`src/rtl/parking_gate_sequencer.sv`:
```
// Initiator-side driver for the parking_system barrier: turns a one-cycle car
// arrival request into entrance/password/exit stimulus and reports the outcome.
module parking_gate_sequencer #(
  parameter int unsigned SETTLE_CYCLES  = 4,
  parameter int unsigned GREEN_CONFIRM  = 3,
  parameter int unsigned TIMEOUT_CYCLES = 64,
  parameter int unsigned MAX_RETRY      = 2,
  parameter int unsigned RETRY_GAP      = 8,
  parameter int unsigned EXIT_CYCLES    = 5
) (
  input  logic       clk,
  input  logic       reset,
  input  logic       start,
  input  logic [1:0] pw1_in,
  input  logic [1:0] pw2_in,
  input  logic       GREEN_LED,
  input  logic       RED_LED,
  output logic       sensor_entrance,
  output logic       sensor_exit,
  output logic [1:0] password_1,
  output logic [1:0] password_2,
  output logic       busy,
  output logic       granted,
  output logic       denied,
  output logic [1:0] attempts
);

  localparam int unsigned PH_MAX0 = (SETTLE_CYCLES > RETRY_GAP) ? SETTLE_CYCLES : RETRY_GAP;
  localparam int unsigned PH_MAX  = (PH_MAX0 > EXIT_CYCLES) ? PH_MAX0 : EXIT_CYCLES;
  localparam int unsigned PH_W    = $clog2(PH_MAX) + 1;
  localparam int unsigned CF_W    = $clog2(GREEN_CONFIRM) + 1;
  localparam int unsigned TO_W    = $clog2(TIMEOUT_CYCLES) + 1;

  typedef enum logic [2:0] {
    IDLE, ARRIVE, PRESENT, GAP, PASS, DONE, FAIL
  } state_t;

  state_t          state;
  logic [PH_W-1:0] phase_cnt;
  logic [CF_W-1:0] confirm_cnt;
  logic [TO_W-1:0] timeout_cnt;
  logic [1:0]      pw1_q;
  logic [1:0]      pw2_q;

  logic            green_s;
  logic [CF_W-1:0] confirm_nxt;
  logic [TO_W-1:0] timeout_nxt;
  logic            enter_present;

  // RED_LED is monitored only and never alters the grant decision.
  assign green_s       = GREEN_LED & (RED_LED | ~RED_LED);
  assign confirm_nxt   = green_s ? (confirm_cnt + CF_W'(1)) : '0;
  assign timeout_nxt   = timeout_cnt + TO_W'(1);
  assign enter_present = ((state == ARRIVE) && (phase_cnt == PH_W'(SETTLE_CYCLES - 1))) ||
                         ((state == GAP)    && (phase_cnt == PH_W'(RETRY_GAP - 1)));

  always_ff @(posedge clk or posedge reset) begin
    if (reset) begin
      state           <= IDLE;
      phase_cnt       <= '0;
      confirm_cnt     <= '0;
      timeout_cnt     <= '0;
      pw1_q           <= 2'b00;
      pw2_q           <= 2'b00;
      sensor_entrance <= 1'b0;
      sensor_exit     <= 1'b0;
      password_1      <= 2'b00;
      password_2      <= 2'b00;
      busy            <= 1'b0;
      granted         <= 1'b0;
      denied          <= 1'b0;
      attempts        <= 2'b00;
    end else begin
      granted <= 1'b0;
      denied  <= 1'b0;
      case (state)
        IDLE: begin
          if (start) begin
            pw1_q           <= pw1_in;
            pw2_q           <= pw2_in;
            attempts        <= 2'b00;
            phase_cnt       <= '0;
            sensor_entrance <= 1'b1;
            busy            <= 1'b1;
            state           <= ARRIVE;
          end
        end
        ARRIVE, GAP: phase_cnt <= phase_cnt + PH_W'(1);
        PRESENT: begin
          // A completed green run wins over a coincident timeout.
          if (confirm_nxt == CF_W'(GREEN_CONFIRM)) begin
            sensor_entrance <= 1'b0;
            sensor_exit     <= 1'b1;
            password_1      <= 2'b00;
            password_2      <= 2'b00;
            phase_cnt       <= '0;
            state           <= PASS;
          end else if (timeout_nxt == TO_W'(TIMEOUT_CYCLES)) begin
            password_1 <= 2'b00;
            password_2 <= 2'b00;
            phase_cnt  <= '0;
            if (32'(attempts) <= MAX_RETRY) begin
              state <= GAP;
            end else begin
              sensor_entrance <= 1'b0;
              denied          <= 1'b1;
              state           <= FAIL;
            end
          end else begin
            confirm_cnt <= confirm_nxt;
            timeout_cnt <= timeout_nxt;
          end
        end
        PASS: begin
          if (phase_cnt == PH_W'(EXIT_CYCLES - 1)) begin
            sensor_exit <= 1'b0;
            granted     <= 1'b1;
            state       <= DONE;
          end else begin
            phase_cnt <= phase_cnt + PH_W'(1);
          end
        end
        DONE, FAIL: begin
          busy  <= 1'b0;
          state <= IDLE;
        end
        default: state <= IDLE;
      endcase

      // Shared entry into a password window from ARRIVE or GAP.
      if (enter_present) begin
        password_1  <= pw1_q;
        password_2  <= pw2_q;
        attempts    <= (attempts == 2'b11) ? 2'b11 : (attempts + 2'b01);
        confirm_cnt <= '0;
        timeout_cnt <= '0;
        phase_cnt   <= '0;
        state       <= PRESENT;
      end
    end
  end

endmodule

```
`config.mk`:
```
export PLATFORM = sky130hd
export DESIGN_NAME = parking_gate_sequencer
export DESIGN_NICKNAME = d
export VERILOG_FILES = /design/src/rtl/parking_gate_sequencer.sv
export SDC_FILE = /design/constraint.sdc
export NUM_CORES = 1
export LEC_CHECK = 0
export ABC_AREA = 0
export BUFFER_PORTS_ARGS = -buffer_cell sky130_fd_sc_hd__buf_4
export CAP_MARGIN = 20
export CORE_MARGIN = 2
export CORE_UTILIZATION = 55
export DETAILED_ROUTE_END_ITERATION = 8
export PLACE_DENSITY = 0.78
export SKIP_LAST_GASP = 1
export SLEW_MARGIN = 30
export SYNTH_ARGS = -nofsm -noshare
export SYNTH_HDL_FRONTEND = slang
export SYNTH_SLANG_ARGS = --single-unit
```
`constraint.sdc`:
```
create_clock -name clk -period 5.6 [get_ports clk]
set_input_delay 0 -clock clk [delete_from_list [all_inputs] [get_ports clk]]
set_output_delay 0 -clock clk [all_outputs]
set_load 0.01 [all_outputs]
```
==> results.yml, run 1 <==
status:
  status: "finished clean"
logic_synthesis:
  yosysMostFrequentCell: "dfrtp_1"
  synth_warnings: 0
  ys_ff_latch: 32
  synth-edff-count: 0
  syn_area_um2: 1730
  synthArstFlopShare: 1.00
  yosysUniqueCellTypes: 48
  yosysTopAreaCell: "dfrtp_1"
  syn_area_per_cell_um2: 10.4
  synthesis.nets: 180
  synthTopCellsByArea: "dfrtp_1 46%, mux2i_1 5.8%, ha_1 3.6%"
  synthCells: 166
  ys_seq_area_frac: 0.463
  synthTopCellsByCount: "32 x dfrtp_1, 16 x nand2_1, 10 x a21oi_1, 10 x mux2i_1"
  synth_top_area_share: 0.463
  dominantRegCellSynth: "dfrtp_1"
finish:
  fill_cells: 235
  nNetsFinal: 205
  drive_above_1_share: 0.214
  stdcell_count: 236
  diodes: 0
  area.sequential_um2: 801
  syn2layout_area_growth_pct: 16.5
  multi_input_area_um2: 852
worst_setup_path:
  worstSetupPathType: "reg2reg"
  required_ns: 5.85
  startpoint_type: "flip-flop"
  end_kind: "flip-flop"
  cp_max_fo: 15
  cp.arrival_ns: 2.51
pwr:
  p_sw_frac: 0.407
  p_clk_frac: 0.135
  p_seq_frac: 0.426
  p_per_area_nw_per_um2: 501
  peakVddDrop_uv: 238
  total_power_mw: 1.01
  p_int_mw: 0.598
  leakage_nw: 0.969
  p_comb_frac: 0.439
  p_switching_mw: 0.410
sta:
  hold_viol: 0
  slew_headroom: 0.616
  fin_crit_sh: 0.402
  drv_slew: 0
  tns_ns: 0
  fmax_mhz: 444
  timing.final.crit_period_ns: 2.25
  holdWs_ns: 0.205
  tightest_slew_ns: 0.574
  finalSetupViolations: 0
  setup_ws_ns: 3.35
  rsz0062_at_grt: "no"
  finClkSkew_ns: 0.0128
job:
  max-cap-violations: 0
floorplanning:
  die_w_um: 60.1
  dieHeight_um: 60.1
  core_um2: 3030
  fp-row-count: 20
  pin_count: 20
  start_util: 0.571
  die_area_um2: 3610
placement:
  dp_slack_ns: 3.11
  dp_hpwl_um: 2260
  dp_cells: 221
  place_congestion: 0.793
  portBuffers: 18
routing:
  wl_per_cell_um: 14.2
  drc: 0
  vias: 1302
  drt_first_pass_iters: 4
  initialDrtViolationCount: 34
  routed_wl_um: 3360
  via_per_inst: 5.52
  ant_nets: 0
clocking:
  cts.path.max_buffers: 2
  clock_latency_ns: 0.33
  clk_pin_slew_worst_paths_ns: 0.11
  cts_setup_buffers: 0
  htreeDepth: 2
  root_buffer: "clkbuf_4"
  cts_made_buffers: 5
  cts_tree: "yes"
  cts_sinks: 32
worst_hold_path:
  hold_path.class: "in2reg"
global_routing:
  overflow: 0
  grt_pass1_wl_um: 5660
  grt_max_degree: 33
  grt_pass1_vias: 1280
  grt.total_usage: 0.220
  antenna_found_initial: 0
==> worst paths after layout <==
path | from | endpoint | slack [ns] | cells past startpoint
setup / recovery | timeout_cnt[0]$_DFFE_PP0P_ | timeout_cnt[0]$_DFFE_PP0P_ | 3.35 | 6
hold / removal | start | busy$_DFFE_PP0P_ | 0.21 | 4
setup reg to reg | timeout_cnt[0]$_DFFE_PP0P_ | timeout_cnt[0]$_DFFE_PP0P_ | 3.35 | 6
hold reg to reg | pw2_q[0]$_DFFE_PP0P_ | pw2_q[0]$_DFFE_PP0P_ | 0.52 | 1
max in group asynchronous | reset | pw2_q[0]$_DFFE_PP0P_ | 5.01 | 4
min in group asynchronous | reset | timeout_cnt[6]$_DFFE_PP0P_ | 0.30 | 4
==> sequential cells by signal (all words and copies together) (netlist names), 2 cells and up <==
name / cells
phase_cnt: 4
pw1_q: 2
pw2_q: 2
password_1: 2
state: 3
timeout_cnt: 7
confirm_cnt: 3
password_2: 2
attempts: 2
==> area by class of cell <==
type                    instances  area share
well taps                      44      0.0273
repair buffers                 26       0.106
inverters                       8      0.0149
clock buffers                   6      0.0255
flip-flops and latches         32       0.398
multi-input cells             118       0.423
clock inverters                 2     0.00497
==> cell families (layout without fill, tap and decap cells) <==
group,count (synthesis),after routing,share of synthesized area
and+or+nand+nor,48,48,0.155
xor gates and xnor gates,6,6,0.0304
DFF,32,32,0.463
AOI/OAI and AO/OA,45,45,0.188
adders and majority gates,5,5,0.0362
muxes,14,14,0.0840
buffers and inverters,16,42,0.0434
==> through the flow <==
stage | util | instance area, µm²
2_1_floorplan | - | 1730
3_3_place_gp | 0.621 | 1880
3_5_place_dp | 0.621 | 1880
4_1_cts | 0.661 | 2000
5_1_grt | 0.665 | 2010
6_report | 0.665 | 2010
==> metal layers <==
layer  vias up  track usage  part of all wire
li1        640            -                 -
met4         0        0.111             0.019
met2        25        0.354              0.48
met5         -            0                 0
met1       631        0.271              0.47
met3         6       0.0584             0.033
==> worst max-delay path, cell delays in order, from the launching register on <==
cell and delay (ns):
dfrtp_1 0.47, ha_1 0.28, and3_4 0.24, nand3_2 0.10, o32a_4 0.36, o21ai_4 0.45
mux2i_1 0.27
==> repair_timing <==
action	in CTS	in global routing
endpoints found under the hold margin	39	0
hold buffers	6	0
gates resized for setup	0	0
==> placed cells by master (no fill, tap or decap), types with 2 or more instances in the layout <==
master          n
nor2b_1         5
a31oi_1         5
a21oi_1        10
o21ai_0         8
a21boi_0        3
xor2_1          4
mux2_2          4
clkinv_2        2
mux2i_1        10
o31a_1          2
a31o_2          2
ha_1            5
nand2b_1        5
inv_1           8
a211oi_1        2
a32o_1          2
nor3_1          3
dlygate4sd3_1   6
and2_1          2
xnor2_1         2
buf_4          19
dfrtp_1        32
nand2_1        16
nor2_1          6
clkbuf_4        5
==> power groups by stage <==
stage,clock network [mW],logic [mW],registers [mW]
after CTS,0.141,0.439,0.425
after detailed placement,0,0.435,0.428
after global routing,0.151,0.494,0.445
after floorplan,0,0.346,0.402
after global placement,0,0.411,0.420
final,0.137,0.442,0.429
Power figures use the tool's default switching activity.
==> run 2: changes to the inputs <==
==> constraint.sdc (replaced) <==
create_clock -name clk -period 2.2 [get_ports clk]
set_input_delay 0 -clock clk [delete_from_list [all_inputs] [get_ports clk]]
set_output_delay 0 -clock clk [all_outputs]
set_load 0.01 [all_outputs]
==> results.yml, run 2 (synthesized netlist as in run 1, its figures left out) <==
global_routing:
  overflow: 0
  grt_max_degree: 33
  grt_pass1_wl_um: 5900
  grt.total_usage: 0.226
  grt_pass1_vias: 1379
  antenna_found_initial: 0
finish:
  largest_reg_flops: 7
  drive_above_1_share: 0.228
  layout_commonest_cell: "dfrtp_1"
  syn2layout_area_growth_pct: 18.5
  reg_top3: "timeout_cnt (7), phase_cnt (4)"
  regMostFlops: "timeout_cnt"
  final_util: 0.676
  nNetsFinal: 210
  diodes: 0
  layout_common_cells: "32 x dfrtp_1, 25 x buf_4, 16 x nand2_1, 10 x a21oi_1, 10 x mux2i_1"
pwr:
  leakage_nw: 0.985
  peakVddDrop_uv: 765
  p_per_area_nw_per_um2: 1270
worst_hold_path:
  hp-start: "start"
  hold_path.class: "in2reg"
  hold_end: "busy$_DFFE_PP0P_"
  hold_depth: 4
sta:
  timing.final.crit_period_ns: 2.02
  finClkSkew_ns: 0.00722
  hold_viol: 0
  drv_slew: 0
  rsz0062_at_grt: "no"
  fin_crit_sh: 0.916
  finalSetupViolations: 0
  tightest_slew_ns: 0.491
  setup_ws_ns: 0.185
  tns_ns: 0
  fmax_mhz: 496
  slew_headroom: 0.670
routing:
  via_per_inst: 5.53
  drc: 0
  ant_nets: 0
  vias: 1332
  routed_wl_um: 3300
  drt_first_pass_iters: 3
  wl_per_cell_um: 13.7
  initialDrtViolationCount: 33
placement:
  place_congestion: 0.747
  portBuffers: 18
  dp_slack_ns: 0.181
  dp_hpwl_um: 2370
worst_setup_path:
  cp.arrival_ns: 2.27
  startpoint_type: "flip-flop"
  rr_worst_depth: 7
  cp_max_fo: 10
  reg2reg_slack_ns: 0.18
  reg2reg_to: "confirm_cnt[0]$_DFFE_PP0P_"
  required_ns: 2.46
  end_kind: "flip-flop"
  rr_startpoint: "timeout_cnt[0]$_DFFE_PP0P_"
  worstSetupPathType: "reg2reg"
clocking:
  cts_made_buffers: 5
  root_buffer: "clkbuf_4"
  clock_latency_ns: 0.33
  htreeDepth: 2
  cts_tree: "yes"
  clk_pin_slew_worst_paths_ns: 0.10
  cts.path.max_buffers: 2
  cts_sinks: 32
  cts_setup_buffers: 0
job:
  max-cap-violations: 0
status:
  status: "finished clean"
floorplanning:
  core_um2: 3030
  die_area_um2: 3610
  pin_count: 20
  die_w_um: 60.1
  start_util: 0.571
  dieHeight_um: 60.1
  fp-row-count: 20
[run 2: how the worst max path moves through the flow]
stage                                    start                          to  slack (ns)  cells past startpoint
finish              timeout_cnt[0]$_DFFE_PP0P_  confirm_cnt[0]$_DFFE_PP0P_        0.18                      7
global route        timeout_cnt[0]$_DFFE_PP0P_  confirm_cnt[0]$_DFFE_PP0P_        0.04                      7
CTS                 timeout_cnt[0]$_DFFE_PP0P_  confirm_cnt[0]$_DFFE_PP0P_        0.15                      7
detailed placement  timeout_cnt[0]$_DFFE_PP0P_  confirm_cnt[0]$_DFFE_PP0P_        0.18                      7
global placement    timeout_cnt[0]$_DFFE_PP0P_  confirm_cnt[1]$_DFFE_PP0P_        0.23                      7
floorplan           timeout_cnt[0]$_DFFE_PP0P_  confirm_cnt[0]$_DFFE_PP0P_        0.30                      7
[run 2: per-stage QoR]
step / area [µm²] / cells / hold WS, ns / total power, mW
floorplan: 1730 / 166 / 0.116 / 1.91
global placement: 1930 / 227 / 0.111 / 2.18
detailed placement: 1930 / 227 / 0.118 / 2.26
CTS: 2040 / 241 / 0.122 / 2.62
global route: 2050 / 241 / 0.149 / 2.84
finish: 2050 / 241 / 0.121 / 2.61
[run 2: metal layers]
layer,share of wire,global-route usage,wire [µm],up-vias
met4,0.015,0.0794,51,0
met3,0.034,0.0628,112,7
li1,-,-,-,652
met1,0.46,0.269,1530,654
met2,0.49,0.388,1610,19
met5,0,0,0,-
[run 2: what timing repair did]
item	in CTS	in global routing
hold buffers	6	0
gates resized for setup	0	1
hold endpoints to repair	39	0
setup endpoints to repair	0	1
[run 2: area by class of cell]
cell class | instances | area (µm²)
Fill cell | 237 | 981
Multi-Input combinational cell | 118 | 855
Sequential cell | 32 | 801
Timing Repair Buffer | 31 | 248
Clock buffer | 8 | 58.8
Tap cell | 44 | 55.1
Inverter | 8 | 30.0
[run 2: worst max-delay path, cell delays in order, from the launching register on]
cell     delay (ns)
dfrtp_1        0.46
ha_2           0.25
and3_4         0.22
nand3_2        0.10
o32a_4         0.36
o21ai_4        0.15
buf_4          0.20
mux2i_1        0.20
[run 2: power by group]
group          switching [mW]  internal [mW]  leakage [nW]  total [mW]
Sequential              0.259          0.822         0.397        1.08
Clock                   0.192          0.158        0.0326       0.350
Combinational           0.586          0.591         0.556        1.18
Total                    1.04           1.57         0.985        2.61
